===== config.mk =====
export PLATFORM = sky130hd
export DESIGN_NAME = wb_ctrl
export DESIGN_NICKNAME = d
export VERILOG_FILES = /design/src/rtl/cpu_types_pkg.sv /design/src/rtl/wb_skid_fifo.sv /design/src/rtl/wb_ctrl.sv
export SDC_FILE = /design/constraint.sdc
export NUM_CORES = 1
export LEC_CHECK = 0
export CAP_MARGIN = 0
export CORE_MARGIN = 2
export CORE_UTILIZATION = 51
export DETAILED_ROUTE_END_ITERATION = 7
export GPL_TIMING_DRIVEN = 0
export HOLD_SLACK_MARGIN = 0.06
export PLACE_DENSITY = 0.85
export SYNTH_ARGS = -nofsm -noshare
export SYNTH_HDL_FRONTEND = slang
export SYNTH_HIERARCHICAL = 1
export SYNTH_SLANG_ARGS = --single-unit

===== constraint.sdc =====
create_clock -name clk -period 5.7 [get_ports clk]
set_input_delay 0.57 -clock clk [delete_from_list [all_inputs] [get_ports clk]]
set_output_delay 0.57 -clock clk [all_outputs]
set_load 0.005 [all_outputs]

===== src/rtl/cpu_types_pkg.sv =====
// Shared CPU datapath types plus the writeback controller's FSM states and buffer defaults.
package cpu_types_pkg;
  localparam int XLEN          = 32;
  localparam int REG_W         = 5;
  localparam int BUF_DEPTH_DEF = 2;

  typedef logic [REG_W-1:0] reg_w;
  typedef logic [XLEN-1:0]  word_t;

  typedef enum logic {
    IDLE    = 1'b0,
    LD_WAIT = 1'b1
  } wb_state_e;
endpackage


===== src/rtl/wb_skid_fifo.sv =====
// Strict-FIFO buffer of deferred ALU writes; exposes every slot's rd/valid for hazard compare.
// Caller must never push while full unless it pops in the same cycle.
module wb_skid_fifo
  import cpu_types_pkg::*;
#(
  parameter int DEPTH = BUF_DEPTH_DEF
) (
  input  logic                   clk,
  input  logic                   rst,
  input  logic                   push,
  input  logic [REG_W-1:0]       push_rd,
  input  logic [XLEN-1:0]        push_data,
  input  logic                   pop,
  output logic                   full,
  output logic                   empty,
  output logic [REG_W-1:0]       head_rd,
  output logic [XLEN-1:0]        head_data,
  output logic [DEPTH*REG_W-1:0] ent_rd,
  output logic [DEPTH-1:0]       ent_vld
);
  localparam int PTR_W = (DEPTH > 1) ? $clog2(DEPTH) : 1;

  logic [REG_W-1:0] rd_mem_q  [DEPTH];
  logic [XLEN-1:0]  dat_mem_q [DEPTH];
  logic [DEPTH-1:0] vld_q, vld_d;
  logic [PTR_W-1:0] wr_ptr_q, rd_ptr_q;

  function automatic logic [PTR_W-1:0] ptr_inc(input logic [PTR_W-1:0] p);
    return (p == PTR_W'(DEPTH - 1)) ? '0 : p + PTR_W'(1);
  endfunction

  // Pop clears before push sets, so a full-buffer push+pop keeps the reused slot valid.
  always_comb begin
    vld_d = vld_q;
    if (pop)  vld_d[rd_ptr_q] = 1'b0;
    if (push) vld_d[wr_ptr_q] = 1'b1;
  end

  always_ff @(posedge clk) begin
    if (rst) begin
      vld_q    <= '0;
      wr_ptr_q <= '0;
      rd_ptr_q <= '0;
    end else begin
      if (push) begin
        rd_mem_q[wr_ptr_q]  <= push_rd;
        dat_mem_q[wr_ptr_q] <= push_data;
        wr_ptr_q            <= ptr_inc(wr_ptr_q);
      end
      if (pop) rd_ptr_q <= ptr_inc(rd_ptr_q);
      vld_q <= vld_d;
    end
  end

  assign full      = &vld_q;
  assign empty     = ~|vld_q;
  assign head_rd   = rd_mem_q[rd_ptr_q];
  assign head_data = dat_mem_q[rd_ptr_q];
  assign ent_vld   = vld_q;

  for (genvar i = 0; i < DEPTH; i++) begin : g_ent
    assign ent_rd[i*REG_W +: REG_W] = rd_mem_q[i];
  end
endmodule


===== src/rtl/wb_ctrl.sv =====
// Writeback arbiter: one outstanding load plus a small FIFO of deferred ALU writes, with decode hazard detection.
// Register-file write is registered (1 cycle after selection); ALU is backpressured via alu_ready when the buffer is full.
module wb_ctrl
  import cpu_types_pkg::*;
#(
  parameter int BUF_DEPTH = BUF_DEPTH_DEF,
  parameter int NREGS     = 32
) (
  input  logic             clk,
  input  logic             rst,
  input  logic             alu_valid,
  input  logic [REG_W-1:0] alu_rd,
  input  logic [XLEN-1:0]  alu_result,
  output logic             alu_ready,
  input  logic             ld_issue,
  input  logic [REG_W-1:0] ld_rd,
  output logic             ld_ready,
  input  logic             ld_done,
  input  logic [XLEN-1:0]  ld_data,
  input  logic [REG_W-1:0] rs1,
  input  logic [REG_W-1:0] rs2,
  output logic             stall,
  output logic             reg_write,
  output logic [REG_W-1:0] write_index,
  output logic [XLEN-1:0]  write_data
);
  wb_state_e        state_q;
  logic [REG_W-1:0] tag_q;
  logic             tag_vld_q;
  logic             reg_write_q, reg_write_d;
  logic [REG_W-1:0] write_index_q, write_index_d;
  logic [XLEN-1:0]  write_data_q, write_data_d;

  logic                       buf_full, buf_empty, buf_push, buf_pop;
  logic [REG_W-1:0]           buf_head_rd;
  logic [XLEN-1:0]            buf_head_data;
  logic [BUF_DEPTH*REG_W-1:0] buf_ent_rd;
  logic [BUF_DEPTH-1:0]       buf_ent_vld;

  logic ld_wr, alu_acc, alu_live, direct_wr;
  logic rs1_hit, rs2_hit;

  // Registers outside the architected file behave like x0: never written, never tracked.
  function automatic logic is_arch(input logic [REG_W-1:0] r);
    return (r != '0) && (int'(r) < NREGS);
  endfunction

  assign ld_wr     = (state_q == LD_WAIT) && ld_done && tag_vld_q;
  assign buf_pop   = !ld_wr && !buf_empty;
  assign alu_ready = !rst && (!buf_full || buf_pop);
  assign alu_acc   = alu_valid && alu_ready;
  assign alu_live  = alu_acc && is_arch(alu_rd);
  assign direct_wr = alu_live && buf_empty && !ld_wr;
  assign buf_push  = alu_live && !direct_wr;
  assign ld_ready  = !rst && (state_q == IDLE);

  always_comb begin
    reg_write_d   = ld_wr || buf_pop || direct_wr;
    write_index_d = write_index_q;
    write_data_d  = write_data_q;
    if (ld_wr) begin
      write_index_d = tag_q;
      write_data_d  = ld_data;
    end else if (buf_pop) begin
      write_index_d = buf_head_rd;
      write_data_d  = buf_head_data;
    end else if (direct_wr) begin
      write_index_d = alu_rd;
      write_data_d  = alu_result;
    end
  end

  always_comb begin
    rs1_hit = tag_vld_q && (tag_q == rs1);
    rs2_hit = tag_vld_q && (tag_q == rs2);
    for (int i = 0; i < BUF_DEPTH; i++) begin
      if (buf_ent_vld[i] && (buf_ent_rd[i*REG_W +: REG_W] == rs1)) rs1_hit = 1'b1;
      if (buf_ent_vld[i] && (buf_ent_rd[i*REG_W +: REG_W] == rs2)) rs2_hit = 1'b1;
    end
  end

  assign stall = !rst && ((is_arch(rs1) && rs1_hit) || (is_arch(rs2) && rs2_hit));

  always_ff @(posedge clk) begin
    if (rst) begin
      state_q       <= IDLE;
      tag_q         <= '0;
      tag_vld_q     <= 1'b0;
      reg_write_q   <= 1'b0;
      write_index_q <= '0;
      write_data_q  <= '0;
    end else begin
      reg_write_q   <= reg_write_d;
      write_index_q <= write_index_d;
      write_data_q  <= write_data_d;
      case (state_q)
        IDLE: begin
          if (ld_issue && is_arch(ld_rd)) begin
            state_q   <= LD_WAIT;
            tag_q     <= ld_rd;
            tag_vld_q <= 1'b1;
          end
        end
        LD_WAIT: begin
          if (ld_done) begin
            state_q   <= IDLE;
            tag_vld_q <= 1'b0;
          end else if (alu_live && tag_vld_q && (alu_rd == tag_q)) begin
            // A younger ALU write to the load's rd makes the load's data dead.
            tag_vld_q <= 1'b0;
          end
        end
        default: state_q <= IDLE;
      endcase
    end
  end

  assign reg_write   = reg_write_q;
  assign write_index = write_index_q;
  assign write_data  = write_data_q;

  wb_skid_fifo #(.DEPTH(BUF_DEPTH)) u_buf (
    .clk       (clk),
    .rst       (rst),
    .push      (buf_push),
    .push_rd   (alu_rd),
    .push_data (alu_result),
    .pop       (buf_pop),
    .full      (buf_full),
    .empty     (buf_empty),
    .head_rd   (buf_head_rd),
    .head_data (buf_head_data),
    .ent_rd    (buf_ent_rd),
    .ent_vld   (buf_ent_vld)
  );
endmodule


==> results of run 1 <==
## cell families after synthesis
| group | Yosys count | synth area share (%) |
|---|---|---|
| flops | 124 | 53.85 |
| simple gates | 120 | 9.428 |
| compound gates | 96 | 12.14 |
| mux | 74 | 15.03 |
| buf+inv | 37 | 4.285 |
| xor+xnor | 36 | 5.268 |
## worst reg2reg max path, stage by stage, from the launching register on
cell and delay, ns:
dfxtp_1 0.50, nand3_1 0.28, clkbuf_1 0.34, clkbuf_1 0.33
a211oi_1 0.47, nor3b_2 0.71, buf_6 0.24, buf_6 0.16
buf_8 0.16
## power groups by stage
stage / combinational [mW] / sequential (mW) / clock (mW)
2_1_floorplan: 0.112 / 1.00 / 0
3_3_place_gp: 0.250 / 1.00 / 0
3_5_place_dp: 0.256 / 1.00 / 0
4_1_cts: 0.260 / 0.985 / 1.04
5_1_grt: 0.278 / 0.987 / 1.08
6_report: 0.259 / 0.985 / 1.04
## final cells by class
cell class | count | share of cell area [%]
Timing Repair Buffer | 134 | 16.85
Buffer | 34 | 3.022
Sequential cell | 124 | 39.72
Clock inverter | 6 | 0.7093
Inverter | 3 | 0.1388
Tap cell | 143 | 2.205
Clock buffer | 26 | 6.307
Multi-Input combinational cell | 326 | 31.04
## stage by stage
step	instance area, µm²	util (%)
after floorplan	5986	-
after global placement	7456	65.30
after detailed placement	7545	66.07
after CTS	8114	71.06
after global routing	8114	71.06
final	8114	71.06
## final timing paths
kind	start	endpoint	slack (ns)	depth (start not counted)
worst max-delay path	rst	ld_ready	1.98	5
worst min-delay path	write_data[23]	write_data[23]	0.45	2
worst max register to register	state_q	u_buf/dat_mem_q[0][2]	2.21	8
worst min register to register	write_data[23]	write_data[23]	0.45	2
## layout by cell type, fill, tap and decap left out, drive strengths merged
cell,netlist,layout
o311ai,1,1
a21oi,46,46
bufinv,0,1
o311a,1,1
nor3,2,2
nand4,1,1
nor4,7,7
or4,2,2
nand3,9,9
nand2b,3,3
mux2i,37,37
mux2,37,37
a31o,1,1
xor2,28,28
nor2,11,11
and3,1,1
o21a,1,1
a221oi,1,1
clkinv,0,5
nor2b,1,1
nand2,81,81
a211oi,1,1
nor3b,1,1
xnor2,8,8
a22o,1,1
o211ai,37,37
buf,18,23
edfxtp,74,74
a21bo,1,1
clkdlybuf4s50,0,129
clkbuf,16,42
o21ai,2,2
inv,3,3
a22oi,2,2
dfxtp,50,50
and2,1,1
o31a,1,1
## sequential cells by signal (all words and copies together) (netlist names), 2 cells and up, named ones only
name / count
write_data: 32
u_buf/ent_vld: 2
write_index: 5
u_buf/dat_mem_q: 64
u_buf/rd_mem_q: 10
tag_q: 5
## per-layer routing
layer	track usage [%]	up-vias
met2	44.02	192
met1	32.75	2168
met4	9.024	0
met3	7.505	33
li1	-	2086
met5	0	-
==> impl_metrics.yaml, run 1 <==
routing:
  ant_nets: 0
  dr.first_iter.drc_count: 364
  routed.top_layer: "met4"
  wl_met1_um: 6624
  met2_length_um: 8028
  totalWireLength_um: 16120
  drc_errors: 0
  vias_per_cell: 5.627
  wire_per_inst_um: 20.25
  vias: 4479
  dr.pass1.iters: 5
  route.met3.wl_um: 1121
sta:
  rsz0062_at_grt: "false"
  holdWs_ns: 0.4513
  period_minus_slack_ns: 3.722
  finalHoldViolCount: 0
  setup_viol: 0
  finalClockSkew_ns: 0.008979
  fmax_mhz: 268.7
  fin_tns_setup_ns: 0
  setup_ws_ns: 1.978
  slew_viol_final: 0
  tightest_slew_ns: 0.8115
  period_share_pct: 65.30
  relSlewSlack_pct: 45.90
clocking:
  cts_root_buf: "clkbuf_16"
  clk_pin_slew_ns: 0.05
  h-tree-depth: 4
  numCtsBuffers: 17
  postCtsSetupBuffers: 0
  cts_tree: "done"
  hold_buffers: 0
  cts_max_path_buffers: 2
  cts_resized: 0
  cts_sinks: 124
  clk_latency_ns: 0.42
synthesis:
  yosys-top-cells-area: "edfxtp_1, dfxtp_1, mux2_4"
  synth_edf_count: 74
  yosysMostFrequentCell: "edfxtp_1"
  ys_top_cells_by_count: "edfxtp_1, nand2_1, dfxtp_1"
  avgSynthCellArea_um2: 12.29
  synth_top_area_share_pct: 37.12
  syn_area_um2: 5986
  yosys.area.top_type: "edfxtp_1"
  ys.flop_type: "edfxtp_1"
  async_flop_share_pct: 0
  yosysSeqAreaShare_pct: 53.85
  synthCells: 487
  syn_nets: 576
  synth_cell_types: 43
  yosys_warnings: 6
  ys_ff_latch: 124
grt:
  antenna_found_initial: 0
  overflow: 0
  grt_pass1_wl_um: 25280
  track_usage_pct: 26.24
  grt_max_degree: 20
  grt_pass1_vias: 4665
place:
  place_congestion: 0.8871
  dpl.hpwl_um: 11290
  dp_cells: 764
  place.port_buffers: 129
  pre_cts_slack_ns: 1.687
floorplanning:
  die_w_um: 112.3
  io_pins: 130
  die_h_um: 112.3
  die_area_um2: 12620
  core_um2: 11420
  rows: 39
  start_util_pct: 52.42
worst_setup_path:
  cp_slowest_stage_delay_ns: 0.90
  start_kind: "input port"
  crit_fanout: 13
  worstSetupPathType: "in -> out"
  crit_family: "buffers and inverters"
  path_cells: "clkdlybuf4s50_1, clkbuf_1, buf_1, nor2_1, clkdlybuf4s50_1"
  arrival_ns: 3.15
  slowest_stage: "clkdlybuf4s50_1"
  required_ns: 5.13
  critical_path_buf_inv_count: 4
  end_kind: "output pin"
  cp_common_cell: "clkdlybuf4s50_1"
finish:
  regArea_um2: 3223
  final_cells: 796
  n_antenna_cell: 0
  drive_gt1_share_pct: 19.91
  n_fill_cell: 816
  finalNetCount: 729
  area_growth_pct: 35.56
  multi_input_area_um2: 2519
power_and_ir_drop:
  p_leak_nw: 3.147
  peakVddDrop_mv: 0.2963
  intPower_mw: 1.771
  p_comb_share_pct: 11.3
  p_seq_share_pct: 43.1
  power_frac_clock_pct: 45.5
  power_density_nw_per_um2: 281.5
  finalPower_mw: 2.284
  p_sw_mw: 0.5126
  swShare_pct: 22.44
hold_path:
  min_path_type: "reg -> reg"
run_status:
  outcome: "complete, no violations"
run:
  drv_cap: 0
No activity file was read; power rests on OpenSTA's default activity.
==> inputs of run 2 (changes only) <==
- CORE_UTILIZATION: 51 -> 46
- PLACE_DENSITY: 0.85 -> 0.81
- clock period: 5.7 -> 3.05 ns (I/O delays scaled with it)
==> run 2 against run 1 <==
Net effect:
- core utilization down 6.0 points
- non-clock buffer count rose by 4
- worst hold slack improved by 0.0025 ns
- via count fell by 2.1%
- worst setup slack worse by 1.9 ns
- combinational power increased by 86%
- final cell count is 4.1% higher
- die area is 10% higher
- clock power increased by 99%
- largest power group unchanged
- highest routed layer unchanged
==> impl_metrics.yaml, run 2 (synthesis gave the netlist of run 1 again) <==
place:
  place.port_buffers: 129
  dp_cells: 791
  dpl.hpwl_um: 11100
  place_congestion: 0.8430
  post_dp_cell_area_um2: 7581
  pre_cts_slack_ns: -0.4939
sta:
  period_minus_slack_ns: 3.020
  setup_ws_ns: 0.02979
  holdWs_ns: 0.4538
  fmax_mhz: 331.1
  relSlewSlack_pct: 44.69
  finalHoldViolCount: 0
  finalClockSkew_ns: 0.005413
  fin_tns_setup_ns: 0
  slew_viol_final: 0
  tightest_slew_ns: 0.8297
  rsz0062_at_grt: "false"
  period_share_pct: 99.02
  setup_viol: 0
finish:
  finalNetCount: 733
  largest_register: "u_buf/dat_mem_q"
  area_growth_pct: 37.63
  drive_gt1_share_pct: 21.31
  final_cell_mix: "clkdlybuf4s50_1, edfxtp_1, nand2_1, dfxtp_1"
  final_cells: 829
  finish.utilization_pct: 65.01
  n_antenna_cell: 0
  final_area_um2: 8238
  layout_commonest_cell: "clkdlybuf4s50_1"
  largest_register_ff_count: 64
power_and_ir_drop:
  finalPower_mw: 4.391
  power_density_nw_per_um2: 533.1
  p_leak_nw: 3.187
  peakVddDrop_mv: 0.4507
floorplanning:
  start_util_pct: 47.24
  rows: 41
  die_h_um: 118.1
  die_area_um2: 13940
  io_pins: 130
  die_w_um: 118.1
  core_um2: 12670
clocking:
  cts_max_path_buffers: 2
  numCtsBuffers: 17
  clk_latency_ns: 0.42
  cts_root_buf: "clkbuf_16"
  h-tree-depth: 4
  clk_pin_slew_ns: 0.05
  cts_sinks: 124
  cts_tree: "done"
worst_setup_path:
  required_ns: 2.74
  arrival_ns: 2.72
  crit_fanout: 13
  path_cells: "clkdlybuf4s15_1, clkbuf_1, buf_1, nor2_1, clkdlybuf4s50_1"
  slowest_stage: "clkdlybuf4s15_1"
  worstSetupPathType: "in -> out"
  start_kind: "input port"
  cp_slowest_stage_delay_ns: 0.65
  end_kind: "output pin"
routing:
  vias: 4386
  dr.pass1.iters: 5
  ant_nets: 0
  vias_per_cell: 5.291
  wire_per_inst_um: 18.87
  totalWireLength_um: 15640
  dr.first_iter.drc_count: 258
  drc_errors: 0
grt:
  antenna_found_initial: 0
  grt_pass1_vias: 4613
  grt_pass1_wl_um: 24880
  grt_max_degree: 21
  track_usage_pct: 23.08
  overflow: 0
run_status:
  outcome: "complete, no violations"
run:
  drv_cap: 0
hold_path:
  min_path_type: "reg -> reg"
## run 2: cell types whose count changed in the layout (fill, tap and decap cells not counted), moves of 2 or more
cell        before  now
buf_4            1    7
clkinvlp_4       0    3
clkbuf_8         1    3
clkbuf_16       19   17
clkbuf_1        22   17
buf_6            4    1
bufinv_16        1    3
## run 2: area by class of cell
| class | instances | area (µm²) |
|---|---|---|
| clock inverter | 11 | 141.4 |
| sequential | 124 | 3223 |
| buffer | 34 | 245.2 |
| multi-input combinational | 326 | 2525 |
| tap | 172 | 215.2 |
| inverter | 3 | 11.26 |
| fill | 953 | 4433 |
| clock buffer | 21 | 470.5 |
| timing repair buffer | 138 | 1406 |
## run 2: critical path, delay by kind of cell
family	cells	cell delay, ns
buffers and inverters	4	2.23
AND/OR/NAND/NOR	1	0.17
## run 2: power by group
| part | switching [mW] | leakage (nW) | internal [mW] |
|---|---|---|---|
| sequential | 0.0266 | 1.07 | 1.81 |
| clock | 0.725 | 0.295 | 1.34 |
| combinational | 0.219 | 1.82 | 0.263 |
## run 2: final timing paths
check | startpoint | to | slack, ns | cells after the start
setup / recovery | rst | ld_ready | 0.03 | 5
hold / removal | write_index[1] | write_index[1] | 0.45 | 2
setup reg to reg | state_q | u_buf/dat_mem_q[1][4] | 0.23 | 7
hold reg to reg | write_index[1] | write_index[1] | 0.45 | 2
## run 2: timing repair
item                       in CTS  in global routing
setup endpoints to repair      52                  1
buffers inserted                6                  0
resized for setup               1                  1
pin swaps                       1                  0
hold buffers                    0                  0
## run 2: per-layer routing
metal  part of all wire [%]  GRT usage (%)  wire length (µm)  up-vias
li1                       -              -                 -     2096
met1                     43          28.50              6689     2108
met2                     48          38.91              7579      173
met3                    8.1          8.140              1268        9
met4                   0.67          4.970               105        0
met5                      0              0                 0        -
